## src/rtl/de_timing_pkg.sv

```systemverilog
// Panel timing constants and decoder state encoding shared by the DE generator and decoder.
package de_timing_pkg;

    localparam int PANEL_WIDTH  = 480;
    localparam int PANEL_HEIGHT = 272;
    localparam int H_BLANK      = 45;
    localparam int V_BLANK      = 18;
    localparam int H_TOTAL      = PANEL_WIDTH + H_BLANK;
    localparam int V_TOTAL      = PANEL_HEIGHT + V_BLANK;

    typedef enum logic [1:0] {
        ST_SEARCH  = 2'd0,
        ST_ALIGNED = 2'd1,
        ST_LOCKED  = 2'd2
    } de_dec_state_e;

    function automatic logic [8:0] sat_inc9(input logic [8:0] v);
        return (v == 9'h1FF) ? v : v + 9'd1;
    endfunction

    function automatic logic [9:0] sat_inc10(input logic [9:0] v);
        return (v == 10'h3FF) ? v : v + 10'd1;
    endfunction

endpackage

```

## src/rtl/de_timing_decoder_edge.sv

```systemverilog
// de_edge_gap_detect: registered DE, rise/fall strobes and saturating DE-low run counter.
// vblank fires in the cycle the low run reaches VGAP_MIN; gap_sat marks a rise that follows vblank.
module de_edge_gap_detect
    import de_timing_pkg::*;
#(
    parameter int VGAP_MIN = 200
) (
    input  logic i_clk,
    input  logic i_rst,
    input  logic i_de,
    output logic rise,
    output logic fall,
    output logic gap_sat,
    output logic vblank
);

    localparam logic [9:0] GAP_LIMIT = 10'(VGAP_MIN);

    if (VGAP_MIN <= H_BLANK || VGAP_MIN > 1023) begin : g_bad_vgap
        $error("de_edge_gap_detect: VGAP_MIN must exceed the H blank width and be at most 1023");
    end

    logic       de_q;
    logic [9:0] gap_cnt;

    always_ff @(posedge i_clk or posedge i_rst) begin
        if (i_rst) begin
            de_q    <= 1'b0;
            gap_cnt <= '0;
        end else begin
            de_q <= i_de;
            if (i_de)
                gap_cnt <= '0;
            else if (gap_cnt != GAP_LIMIT)
                gap_cnt <= sat_inc10(gap_cnt);
        end
    end

    assign rise    = i_de & ~de_q;
    assign fall    = ~i_de & de_q;
    assign gap_sat = (gap_cnt == GAP_LIMIT);
    assign vblank  = ~i_de & (gap_cnt == GAP_LIMIT - 10'd1);

endmodule

```

## src/rtl/de_timing_decoder.sv

```systemverilog
// DE-mode stream decoder: pixel coordinates, line/frame pulses, measured geometry and lock.
// Optional geometry checking is enabled by defining DE_DECODER_CHECK_EN.
//
// state      | meaning
// -----------+-------------------------------------------------------------
// ST_SEARCH  | no vblank seen since reset; outputs and pulses held at 0
// ST_ALIGNED | frame boundaries known, waiting for a frame that matches
// ST_LOCKED  | last closed frame matched the expected geometry
module de_timing_decoder
    import de_timing_pkg::*;
#(
    parameter int EXP_WIDTH  = PANEL_WIDTH,
    parameter int EXP_HEIGHT = PANEL_HEIGHT,
    parameter int VGAP_MIN   = 200
) (
    input  logic        i_clk,
    input  logic        i_rst,
    input  logic        i_de,
    input  logic [23:0] i_data,
    output logic        o_valid,
    output logic [23:0] o_data,
    output logic [8:0]  o_col,
    output logic [8:0]  o_row,
    output logic        o_line_start,
    output logic        o_frame_start,
    output logic        o_locked,
    output logic        o_err,
    output logic [9:0]  o_width,
    output logic [8:0]  o_height
);

    if (EXP_WIDTH < 1 || EXP_WIDTH > 1023 || EXP_HEIGHT < 1 || EXP_HEIGHT > 511) begin : g_bad_geometry
        $error("de_timing_decoder: expected geometry out of range");
    end

    logic rise, fall, gap_sat, vblank;

    de_edge_gap_detect #(.VGAP_MIN(VGAP_MIN)) u_edge (
        .i_clk   (i_clk),
        .i_rst   (i_rst),
        .i_de    (i_de),
        .rise    (rise),
        .fall    (fall),
        .gap_sat (gap_sat),
        .vblank  (vblank)
    );

    de_dec_state_e state, state_nxt;
    logic [9:0]    line_len;
    logic [8:0]    lines_cnt;
    logic          frame_open;
    logic          active, frame_rise, line_rise, frame_close;
    logic          frame_bad, err_nxt;

    assign active      = (state != ST_SEARCH);
    assign frame_rise  = rise & gap_sat;
    assign line_rise   = rise & ~gap_sat;
    assign frame_close = vblank & frame_open;

`ifdef DE_DECODER_CHECK_EN
    localparam logic [9:0] EXP_W10  = 10'(EXP_WIDTH);
    localparam logic [8:0] EXP_H9   = 9'(EXP_HEIGHT);
    localparam logic [8:0] ROW_LAST = 9'(EXP_HEIGHT - 1);

    logic mis_flag;

    // Sticky per-frame mismatch: wrong line length or a line past the last expected row.
    always_ff @(posedge i_clk or posedge i_rst) begin
        if (i_rst)
            mis_flag <= 1'b0;
        else if (frame_close)
            mis_flag <= 1'b0;
        else if (active && ((fall && line_len != EXP_W10) || (line_rise && o_row >= ROW_LAST)))
            mis_flag <= 1'b1;
    end

    assign frame_bad = mis_flag | (lines_cnt != EXP_H9);
`else
    assign frame_bad = 1'b0;
`endif

    always_comb begin
        state_nxt = state;
        err_nxt   = 1'b0;
        case (state)
            ST_SEARCH:  if (vblank) state_nxt = ST_ALIGNED;
            ST_ALIGNED: begin
                if (frame_close) begin
                    if (frame_bad)
                        err_nxt = 1'b1;
                    else
                        state_nxt = ST_LOCKED;
                end
            end
            ST_LOCKED: begin
                if (frame_close && frame_bad) begin
                    err_nxt   = 1'b1;
                    state_nxt = ST_ALIGNED;
                end
            end
            default:    state_nxt = ST_SEARCH;
        endcase
    end

    always_ff @(posedge i_clk or posedge i_rst) begin
        if (i_rst) begin
            state         <= ST_SEARCH;
            line_len      <= '0;
            lines_cnt     <= '0;
            frame_open    <= 1'b0;
            o_valid       <= 1'b0;
            o_data        <= '0;
            o_col         <= '0;
            o_row         <= '0;
            o_line_start  <= 1'b0;
            o_frame_start <= 1'b0;
            o_locked      <= 1'b0;
            o_err         <= 1'b0;
            o_width       <= '0;
            o_height      <= '0;
        end else begin
            state         <= state_nxt;
            o_locked      <= (state_nxt == ST_LOCKED);
            o_err         <= err_nxt;
            o_valid       <= active & i_de;
            o_line_start  <= active & rise;
            o_frame_start <= active & frame_rise;

            if (i_de)
                o_data <= i_data;

            if (rise)
                line_len <= 10'd1;
            else if (i_de)
                line_len <= sat_inc10(line_len);

            if (active) begin
                if (rise)
                    o_col <= '0;
                else if (i_de)
                    o_col <= sat_inc9(o_col);

                if (frame_rise) begin
                    o_row      <= '0;
                    lines_cnt  <= 9'd1;
                    frame_open <= 1'b1;
                end else if (line_rise) begin
                    o_row     <= sat_inc9(o_row);
                    lines_cnt <= sat_inc9(lines_cnt);
                end

                if (fall)
                    o_width <= line_len;
            end

            if (frame_close) begin
                o_height   <= lines_cnt;
                frame_open <= 1'b0;
            end
        end
    end

endmodule

```

## config.mk

```make
export PLATFORM = sky130hd
export DESIGN_NAME = de_timing_decoder
export DESIGN_NICKNAME = d
export VERILOG_FILES = /design/src/rtl/de_timing_pkg.sv /design/src/rtl/de_timing_decoder_edge.sv /design/src/rtl/de_timing_decoder.sv
export SDC_FILE = /design/constraint.sdc
export NUM_CORES = 1
export LEC_CHECK = 0
export ABC_AREA = 1
export CAP_MARGIN = 5
export CORE_MARGIN = 3
export CORE_UTILIZATION = 52
export CTS_CLUSTER_SIZE = 20
export DETAILED_ROUTE_END_ITERATION = 8
export GPL_TIMING_DRIVEN = 0
export PLACE_DENSITY = 0.8
export REMOVE_ABC_BUFFERS = 1
export SYNTH_ARGS = -nofsm -noshare
export SYNTH_HDL_FRONTEND = slang
export SYNTH_HIERARCHICAL = 1
export SYNTH_SLANG_ARGS = --single-unit
export TNS_END_PERCENT = 5
```

## constraint.sdc

```tcl
create_clock -name i_clk -period 3.8 [get_ports i_clk]
set_clock_uncertainty 0.15 [all_clocks]
set_input_delay 0.76 -clock i_clk [delete_from_list [all_inputs] [get_ports i_clk]]
set_output_delay 0.76 -clock i_clk [all_outputs]
set_load 0.05 [all_outputs]
```

==> results of run 1 <==
==> worst paths after layout <==
check / endpoint / slack, ns / cells past startpoint
max: lines_cnt[6]$_DFFE_PP0P_ / 0.40 / 8
min: o_data[10]$_DFFE_PP0P_ / 0.32 / 2
max reg2reg: lines_cnt[6]$_DFFE_PP0P_ / 1.29 / 9
min reg2reg: o_data[10]$_DFFE_PP0P_ / 0.32 / 2
max in group asynchronous: o_data[3]$_DFFE_PP0P_ / 2.22 / 3
min in group asynchronous: u_edge/gap_cnt[0]$_DFFE_PP0P_ / 0.65 / 2
==> tightest hold or removal path, delay by kind of cell (launching register included) <==
kind | cells | cell delay [ns]
DFF | 1 | 0.35
and+or+nand+nor | 2 | 0.09
==> per-layer routing <==
metal,vias up,global-route usage,wire [um]
met4,0,0.0440,24
met1,1939,0.274,4530
li1,2050,-,-
met3,4,0.0778,882
met5,-,0,0
met2,126,0.359,5150
==> final cells by class <==
type / instances / share of cell area
Clock buffer: 12 / 0.0228
Clock inverter: 4 / 0.00865
Inverter: 71 / 0.0458
Multi-Input combinational cell: 406 / 0.328
Sequential cell: 98 / 0.414
Tap cell: 108 / 0.0228
Timing Repair Buffer: 92 / 0.159
==> per-stage QoR <==
step | TNS [ns] | util
after floorplan | 0 | -
after global placement | -76.27 | 0.648
after detailed placement | -16.76 | 0.652
after CTS | 0 | 0.673
after global routing | 0 | 0.673
final | 0 | 0.673
==> power breakdown <==
part           total [mW]  internal (mW)  switching [mW]
Clock               0.663          0.307           0.355
Sequential           1.11           1.08          0.0306
Combinational       0.273         0.0942           0.179
Total                2.05           1.48           0.565
==> repair_timing <==
action,in CTS,in global routing
gates resized for setup,3,0
setup buffers,0,0
endpoints found under the setup margin,23,0
==> cell families after synthesis <==
kind of cell,count (synthesis)
flops,98
other cells,1
mux,2
buf+inv,86
compound gates,68
xor+xnor,2
simple gates,324
fa+ha+maj,9
==> flip-flops by register name, indices dropped and copies added, names as in the netlist <==
name / flops
o_col: 9
line_len: 10
o_width: 10
lines_cnt: 9
o_height: 9
frame_open: 1
o_frame_start: 1
o_line_start: 1
o_row: 9
u_edge/gap_cnt: 10
u_edge/de_q: 1
o_valid: 1
state: 2
o_data: 24
o_locked: 1
==> cell usage in the layout, fill, tap and decap left out, types with 2 or more instances in the layout <==
cell type,netlist,routed
nor2_2,2,2
a21oi_1,8,8
clkdlybuf4s50_1,0,90
nand3_1,44,44
nand3b_1,2,2
xor2_1,2,2
nand2_1,195,195
nor2_4,2,2
ha_1,9,9
inv_4,1,2
nor3_1,8,8
inv_1,68,67
mux2_2,2,2
dfrtp_1,98,98
clkbuf_8,0,9
nor2_1,42,42
nand4_1,16,16
o21ai_1,2,2
nand2_2,7,7
clkbuf_1,5,3
inv_2,2,2
o21bai_1,3,3
o21ai_0,52,52
==> results.tsv, run 1 <==
stage	metric	value	unit
grt	grt_max_degree	52	
layout	drive_above_1_share	0.0586	
setup_path	endpoint_kind	register	
synthesis	avgSynthCellArea	8.04	sq um
setup_path	critPathKind	in2reg	
synthesis	synth_top_area_frac	0.517	
setup_path	cp_slowest_cell	clkdlybuf4s15_2	
cts	cts_buffers	9	
synthesis	netlist_instances	590	
sta	post-route-min-period	3.40	ns
synthesis	synthTopCellsByCount	195 x nand2_1, 98 x dfrtp_1, 68 x inv_1, 52 x o21ai_0, 44 x nand3_1	
die	rows	34	
die	die_h	102	um
sta	hold_violations	0	
drt	drc	0	
layout	area.sequential	2450	sq um
cts	clkSinkCount	98	
die	io_pins	93	
sta	layout_setup_ws	0.399	ns
synthesis	synth_top_area_cell	dfrtp_1	
grt	antenna_found_initial	0	
power_and_ir_drop	irDropWorstVdd	0.000323	V
power_and_ir_drop	power.density	345	nW/um^2
layout	antennaDiodeCount	0	
sta	worstMarginPinSlew	0.629	ns
grt	first_global_vias	4046	
placed_design	dpl.hpwl	7.63	mm
drt	drt-total-wl	10.6	mm
placed_design	placed_cells	775	
synthesis	synth-edff-count	0	
setup_path	worstSetupStartpointType	input pin	
drt	drtIter0Drc	234	
sta	clock.fmax	294	MHz
cts	clk_latency	0.35	ns
sta	drv_slew	0	
placed_design	numPortBuffers	91	
setup_path	crit_chain	clkdlybuf4s15_2 -> inv_1 -> nor2_1 -> nand2_1 -> nor2_1 -> inv_1 -> o21ai_0 -> nor2_1	
synthesis	synth_top_family_by_area	simple AND/OR/NAND/NOR gates	
sta	rsz0062_at_grt	no	
synthesis	synth-compound-area-share	0.0754	
setup_path	cp_num_buf_inv	3	
setup_path	arrival	3.50	ns
setup_path	worstSetupStartpoint	i_de	
sta	relSlewSlack	0.581	
synthesis	synthMuxAreaShare	0.00475	
drt	firstDrtPassIters	4	
synthesis	yosysMostFrequentCell	nand2_1	
grt	gr-usage-all-layers	0.216	
die	die_area	10300	sq um
drt	routed_via_density	5.21	
setup_path	critPathRequiredTime	3.90	ns
outcome	status	complete, no violations	
synthesis	synth_xor_area_frac	0.00369	
die	initial_core_util	0.539	
synthesis	ys.flop_type	dfrtp_1	
drt	ant_nets	0	
synthesis	synthSimpleGateAreaFrac	0.301	
setup_path	cp_max_fo	30	
cts	cts_htree_levels	3	
die	die_w	102	um
placed_design	post-place-ws	-0.750	ns
layout	finalNonFillerCells	791	
sta	holdWs	0.324	ns
synthesis	synth.area.top_cells	dfrtp_1 52%, nand2_1 15%, o21ai_0 5.5%	
run	max_cap_violations	0	
synthesis	yosysUniqueCellTypes	35	
cts	clock_path_buffers	2	
setup_path	max_stage_delay	0.59	ns
setup_path	cp_top_family	simple AND/OR/NAND/NOR gates	
synthesis	async_flop_share	1.00	
drt	num_vias	4119	
synthesis	yosysSeqAreaShare	0.517	
die	core_area	8810	sq um
grt	grt_pass1_wl	18.1	mm
cts	hold_buffers	0	
placed_design	place.gp.congestion	0.901	
cts	cts_tree	yes	
sta	setup_viol	0	
layout	stdcell_area	5930	sq um
grt	grt.overflow.total	0	
sta	min_period_over_period	0.895	
cts	root_buffer	clkbuf_8	
synthesis	ys_seq_elements	98	
cts	clk_pin_slew_worst_paths	0.10	ns
synthesis	yosysWarnings	6	
layout	fillers	714	
power_and_ir_drop	p_total	2.05	mW
setup_path	worst_path_most_repeated_cell	nor2_1	
placed_design	place_area	5740	sq um
synthesis	synth_area	4740	sq um
layout	area_delta_synth_final	24.9	%
worst_hold_path	worstHoldStart	o_data[10]$_DFFE_PP0P_	
layout	multi_input_area	1940	sq um
worst_hold_path	hold_path_class	reg2reg	
power_and_ir_drop	p_leak	2.91	nW
setup_path	r2r_start	u_edge/gap_cnt[0]$_DFFE_PP0P_	
synthesis	synth_fa_ha_area_frac	0.0237	
layout	nets	714	
drt	wl_per_cell	13.4	um
(Power assumes the default switching activity.)
==> run 2, diff against run 1 <==
--- a/config.mk
+++ b/config.mk
@@ -8,11 +8,12 @@
 export ABC_AREA = 1
 export CAP_MARGIN = 5
 export CORE_MARGIN = 3
-export CORE_UTILIZATION = 52
+export CORE_UTILIZATION = 42
+export CTS_CLUSTER_DIAMETER = 200
 export CTS_CLUSTER_SIZE = 20
 export DETAILED_ROUTE_END_ITERATION = 8
 export GPL_TIMING_DRIVEN = 0
-export PLACE_DENSITY = 0.8
+export PLACE_DENSITY = 0.67
 export REMOVE_ABC_BUFFERS = 1
 export SYNTH_ARGS = -nofsm -noshare
 export SYNTH_HDL_FRONTEND = slang
==> run 2 against run 1 <==
Against the previous run: non-clock buffer count unchanged; cell area increased by 2.6%; sequential share of layout area down 1.0 points; first-iteration DRC count increased by 1.3%; combinational power is essentially flat; critical path depth unchanged; die area up 22%; count of clock-buffer cells in the layout is the same; worst setup slack improved by 0.035 ns; register-to-register slack gained 0.04 ns; clock power up 38%; flip-flop and latch count did not move; largest cell class unchanged.
==> results.tsv, run 2 (synthesized netlist as in run 1, its figures left out) <==
stage	metric	value	unit	change
placed_design	placed_cells	807		+4.1%
cts	cts_tree	yes		
placed_design	post-place-ws	-0.756	ns	-0.00633 ns
placed_design	numPortBuffers	91		unchanged
setup_path	endpoint_kind	register		
die	die_w	112	um	+11%
die	die_h	112	um	+11%
die	rows	38		+12%
setup_path	worstSetupStartpointType	input pin		
drt	num_vias	4076		-1.0%
drt	drc	0		unchanged
setup_path	critPathRequiredTime	3.88	ns	-0.02 ns
sta	hold_violations	0		unchanged
layout	drive_above_1_share	0.0600		+0.00146
setup_path	cp_max_fo	30		unchanged
drt	routed_via_density	4.95		-4.9%
drt	drt-total-wl	10.7	mm	+1.1%
grt	antenna_found_initial	0		unchanged
setup_path	crit_chain	clkdlybuf4s15_2 -> inv_1 -> nor2_1 -> nand2_1 -> nor2_1 -> inv_1 -> o21ai_0 -> nor2_1		
die	io_pins	93		unchanged
power_and_ir_drop	p_total	2.30	mW	+12%
sta	worstMarginPinSlew	0.653	ns	+0.0236 ns
sta	drv_slew	0		unchanged
setup_path	arrival	3.45	ns	-0.05 ns
grt	gr-usage-all-layers	0.178		-0.0381
setup_path	cp_num_buf_inv	3		unchanged
layout	finalCoreUtilization	0.556		-0.117
layout	most-common-layout-cells	195 x nand2_1, 98 x dfrtp_1, 90 x clkdlybuf4s50_1, 67 x inv_1, 52 x o21ai_0		
sta	post-route-min-period	3.37	ns	-0.0347 ns
die	initial_core_util	0.434		-0.105
power_and_ir_drop	p_leak	2.96	nW	+1.8%
layout	largest_reg_flops	24		unchanged
setup_path	critPathKind	in2reg		
cts	cts_htree_levels	3		unchanged
grt	grt_pass1_wl	18.5	mm	+2.1%
cts	hold_buffers	0		unchanged
worst_hold_path	hold_path_class	reg2reg		
sta	relSlewSlack	0.565		-0.0158
layout	area_delta_synth_final	28.1	%	
sta	clock.fmax	297	MHz	+1.0%
layout	nets	714		unchanged
outcome	status	complete, no violations		
cts	clk_latency	0.34	ns	about the same
grt	first_global_vias	4012		-0.84%
grt	grt_max_degree	53		+1.9%
drt	wl_per_cell	13.0	um	-2.8%
grt	grt.overflow.total	0		unchanged
layout	stdcell_area	6080	sq um	+2.6%
run	max_cap_violations	0		unchanged
setup_path	worst_path_most_repeated_cell	nor2_1		
sta	setup_viol	0		unchanged
layout	final_common_cell	nand2_1		
setup_path	cp_top_family	simple AND/OR/NAND/NOR gates		
drt	ant_nets	0		unchanged
die	core_area	10900	sq um	+24%
cts	clkSinkCount	98		unchanged
layout	top_register	o_data		
sta	fin_tns_setup	0	ns	unchanged
placed_design	place.gp.congestion	0.835		-7.3%
sta	holdWs	0.317	ns	-0.00672 ns
cts	cts_buffers	9		unchanged
cts	clk_pin_slew_worst_paths	0.06	ns	-0.04 ns
die	die_area	12600	sq um	+22%
sta	min_period_over_period	0.886		-0.00912
drt	firstDrtPassIters	4		unchanged
placed_design	place_area	5780	sq um	+0.70%
setup_path	max_stage_delay	0.60	ns	about the same
cts	clock_path_buffers	2		unchanged
placed_design	dpl.hpwl	7.54	mm	-1.1%
layout	antennaDiodeCount	0		unchanged
layout	finalNonFillerCells	823		+4.0%
cts	root_buffer	clkbuf_16		
sta	layout_setup_ws	0.433	ns	+0.0347 ns
power_and_ir_drop	irDropWorstVdd	0.000227	V	-30%
sta	rsz0062_at_grt	no		
setup_path	cp_slowest_cell	clkdlybuf4s15_2		
drt	drtIter0Drc	237		+1.3%
power_and_ir_drop	power.density	379	nW/um^2	+9.6%
## run 2: changes by cell type in the layout (fill, tap and decap cells not counted), sizes merged
cell    before  now
clkinv       1    2
inv         72   71
## run 2: final timing paths
path                                                from  cells past startpoint  slack (ns)                            end
min                               o_data[15]$_DFFE_PP0P_                      2        0.32         o_data[15]$_DFFE_PP0P_
max in group asynchronous                          i_rst                      3        2.23         o_line_start$_DFF_PP0_
max reg2reg                u_edge/gap_cnt[0]$_DFFE_PP0P_                      9        1.33       lines_cnt[6]$_DFFE_PP0P_
min reg2reg                       o_data[15]$_DFFE_PP0P_                      2        0.32         o_data[15]$_DFFE_PP0P_
max                                                 i_de                      8        0.43       lines_cnt[6]$_DFFE_PP0P_
min in group asynchronous                          i_rst                      2        0.65  u_edge/gap_cnt[8]$_DFFE_PP0P_
## run 2: report_power, final
group          total, mW  internal [mW]  switching [mW]
clock              0.915          0.529           0.386
combinational      0.273         0.0941           0.179
sequential          1.11           1.08          0.0318
total               2.30           1.71           0.597
## run 2: area by class of cell
class                   instances  area (sq um)
repair buffers                 92           940
multi-input cells             406          1940
flip-flops and latches         98          2450
clock inverters                 4          51.3
fillers                      1016          4860
well taps                     140           175
clock buffers                  12           246
inverters                      71           272
## run 2: worst register-to-register path: cells and delay by family, from the launching register on
kind,cells,cell delay (ns)
AO/OA/AOI/OAI,1,0.12
buffers and inverters,2,0.27
adder cells (fa/ha/maj),1,0.17
flip-flops,1,0.42
AND/OR/NAND/NOR,5,1.23
## run 2: timing repair
item | 4_1_cts | 5_1_grt
buffers inserted | 0 | 0
endpoints found under the setup margin | 28 | 0
hold endpoints to repair | 0 | 0
gates resized for setup | 3 | 0
## run 2: layer usage
layer	GRT usage	up-vias	routed length [um]
met5	0	-	0
li1	-	2052	-
met4	0.0697	0	166
met1	0.227	1916	4870
met3	0.0447	12	667
met2	0.292	96	5000
==> run 3, diff against run 2 <==
--- a/config.mk
+++ b/config.mk
@@ -13,7 +13,7 @@
 export CTS_CLUSTER_SIZE = 20
 export DETAILED_ROUTE_END_ITERATION = 8
 export GPL_TIMING_DRIVEN = 0
-export PLACE_DENSITY = 0.67
+export PLACE_DENSITY_LB_ADDON = 0.25
 export REMOVE_ABC_BUFFERS = 1
 export SYNTH_ARGS = -nofsm -noshare
 export SYNTH_HDL_FRONTEND = slang
==> run 3 against run 2 <==
Against the previous run: via count about the same; combinational power about the same; routed wire length decreased by 0.93%; utilization increased by 0.33 points; fmax decreased by 1.0%; flip-flop and latch count unchanged; sequential power about the same; global-route usage decreased by 0.63 points; count of clock-buffer cells in the layout decreased by 2; clock power increased by 10%; worst hold slack improved by 0.0010 ns; power increased by 4.2%.
==> results.tsv, run 3 (synthesized netlist as in run 1, its figures left out) <==
stage	metric	value	unit	change
cts	root_buffer	clkbuf_16		
drt	drtIter0Drc	266		+12%
die	core_area	10900	sq um	unchanged
sta	hold_violations	0		unchanged
setup_path	critPathKind	in2reg		
setup_path	arrival	3.48	ns	+0.03 ns
cts	clock_path_buffers	2		unchanged
cts	cts_htree_levels	3		unchanged
cts	clk_latency	0.34	ns	about the same
layout	area.sequential	2450	sq um	unchanged
setup_path	crit_chain	clkdlybuf4s15_2 -> inv_1 -> nor2_1 -> nand2_1 -> nor2_1 -> inv_1 -> o21ai_0 -> nor2_1		
cts	clkSinkCount	98		unchanged
grt	first_global_vias	3875		-3.4%
setup_path	rr_worst_depth	9		unchanged
drt	num_vias	4077		+0.025%
sta	post-route-min-period	3.40	ns	+0.0356 ns
die	rows	38		unchanged
sta	holdWs	0.318	ns	+0.00104 ns
layout	final_common_cell	nand2_1		
die	die_h	112	um	unchanged
layout	fillers	1026		+0.98%
setup_path	endpoint_kind	register		
sta	clock.fmax	294	MHz	-1.0%
layout	antennaDiodeCount	0		unchanged
grt	grt_pass1_wl	17.9	mm	-3.1%
drt	routed_via_density	4.95		about the same
placed_design	dpl.hpwl	7.49	mm	-0.71%
setup_path	worstSetupStartpoint	i_de		
sta	worstMarginPinSlew	0.631	ns	-0.0215 ns
setup_path	r2r_start	u_edge/gap_cnt[0]$_DFFE_PP0P_		
layout	area_delta_synth_final	28.9	%	
drt	drt-total-wl	10.6	mm	-0.93%
cts	clk_pin_slew_worst_paths	0.07	ns	about the same
drt	wl_per_cell	12.9	um	-0.93%
worst_hold_path	hold_path_class	reg2reg		
setup_path	worst_path_most_repeated_cell	nor2_1		
drt	ant_nets	0		unchanged
layout	top_register	o_data		
setup_path	cp_num_buf_inv	3		unchanged
sta	setup_viol	0		unchanged
layout	largest_reg_flops	24		unchanged
drt	firstDrtPassIters	5		+1
cts	cts_tree	yes		
placed_design	numPortBuffers	91		unchanged
power_and_ir_drop	p_int	1.78	mW	+4.3%
layout	finalCoreUtilization	0.559		+0.00332
drt	drc	0		unchanged
setup_path	r2r_setup_slack	1.39	ns	+0.06 ns
setup_path	worstSetupStartpointType	input pin		
power_and_ir_drop	p_total	2.40	mW	+4.2%
setup_path	r2r-end	lines_cnt[6]$_DFFE_PP0P_		
layout	finalNonFillerCells	823		unchanged
die	die_w	112	um	unchanged
power_and_ir_drop	power.share.switching	0.259		-0.000854
sta	min_period_over_period	0.895		+0.00937
power_and_ir_drop	irDropWorstVdd	0.000260	V	+15%
placed_design	place_area	5780	sq um	unchanged
die	initial_core_util	0.434		unchanged
layout	nets	714		unchanged
power_and_ir_drop	power.switching	0.621	mW	+3.9%
power_and_ir_drop	power_frac_seq	0.464		-0.020
setup_path	path_depth	8		unchanged
worst_hold_path	worstHoldStart	o_data[9]$_DFFE_PP0P_		
sta	drv_slew	0		unchanged
layout	multi_input_area	1940	sq um	unchanged
layout	drive_above_1_share	0.0630		+0.00293
die	die_area	12600	sq um	unchanged
sta	relSlewSlack	0.579		+0.0143
grt	grt_max_degree	67		+26%
layout	most-common-layout-cells	195 x nand2_1, 98 x dfrtp_1, 90 x clkdlybuf4s50_1, 67 x inv_1, 52 x o21ai_0		
setup_path	cp_top_family	simple AND/OR/NAND/NOR gates		
cts	post_cts_buffers	0		unchanged
run	max_cap_violations	0		unchanged
power_and_ir_drop	power.density	392	nW/um^2	+3.6%
sta	rsz0062_at_grt	no		
placed_design	placed_cells	807		unchanged
grt	grt.overflow.total	0		unchanged
placed_design	place.gp.congestion	0.824		-1.3%
power_and_ir_drop	p_leak	2.98	nW	+0.72%
cts	cts_buffers	9		unchanged
setup_path	max_stage_delay	0.59	ns	about the same
cts	hold_buffers	0		unchanged
outcome	status	complete, no violations		
grt	gr-usage-all-layers	0.172		-0.00634
layout	stdcell_area	6120	sq um	+0.60%
setup_path	critPathRequiredTime	3.88	ns	about the same
grt	antenna_found_initial	0		unchanged
setup_path	cp_slowest_cell	clkdlybuf4s15_2		
power_and_ir_drop	power_frac_clock	0.421		+0.023
setup_path	critPathCapture	lines_cnt[6]$_DFFE_PP0P_		
die	io_pins	93		unchanged
power_and_ir_drop	p_comb_frac	0.114		-0.005
setup_path	cp_max_fo	30		unchanged
run 3: timing repair:
action / CTS / global route
endpoints found under the setup margin: 30 / 0
endpoints found under the hold margin: 0 / 0
resized for setup: 3 / 0
run 3: power by group through the flow:
stage          Combinational [mW]  Sequential [mW]  Clock (mW)
6_report                    0.275             1.11        1.01
5_1_grt                     0.301             1.12        1.08
2_1_floorplan              0.0873             1.21           0
3_3_place_gp                0.269             1.13           0
4_1_cts                     0.279             1.11        1.04
3_5_place_dp                0.277             1.13           0
run 3: how the worst min path moves through the flow:
stage,end,cells past startpoint
after floorplan,frame_open$_DFFE_PP0P_,2
after global placement,o_data[10]$_DFFE_PP0P_,2
after detailed placement,o_data[9]$_DFFE_PP0P_,2
after CTS,o_data[9]$_DFFE_PP0P_,2
after global routing,o_width[5]$_DFFE_PP0P_,2
final,o_data[9]$_DFFE_PP0P_,2
run 3: tightest hold or removal path: cells and delay by family (launching register included):
kind	cells	cell delay [ns]
flip-flops	1	0.34
AND/OR/NAND/NOR	2	0.09
run 3: cell type report:
type                    count  share of cell area
well taps                 140              0.0286
clock inverters             6              0.0155
repair buffers             92               0.154
multi-input cells         406               0.318
inverters                  71              0.0444
clock buffers              10              0.0391
flip-flops and latches     98               0.401
run 3: layer usage:
layer  GRT usage  wire (um)  up-vias
met1       0.219       4700     1899
met3      0.0555        839       11
met4      0.0641        127        0
met5           0          0        -
li1            -          -     2056
met2       0.275       4940      111
run 3: metrics by stage:
| step | TNS (ns) | worst slack (ns) |
|---|---|---|
| after global placement | -85.34 | -0.807 |
| after floorplan | 0 | 0.640 |
| final | 0 | 0.398 |
| after CTS | 0 | 0.373 |
| after global routing | 0 | 0.147 |
| after detailed placement | -19.97 | -0.815 |
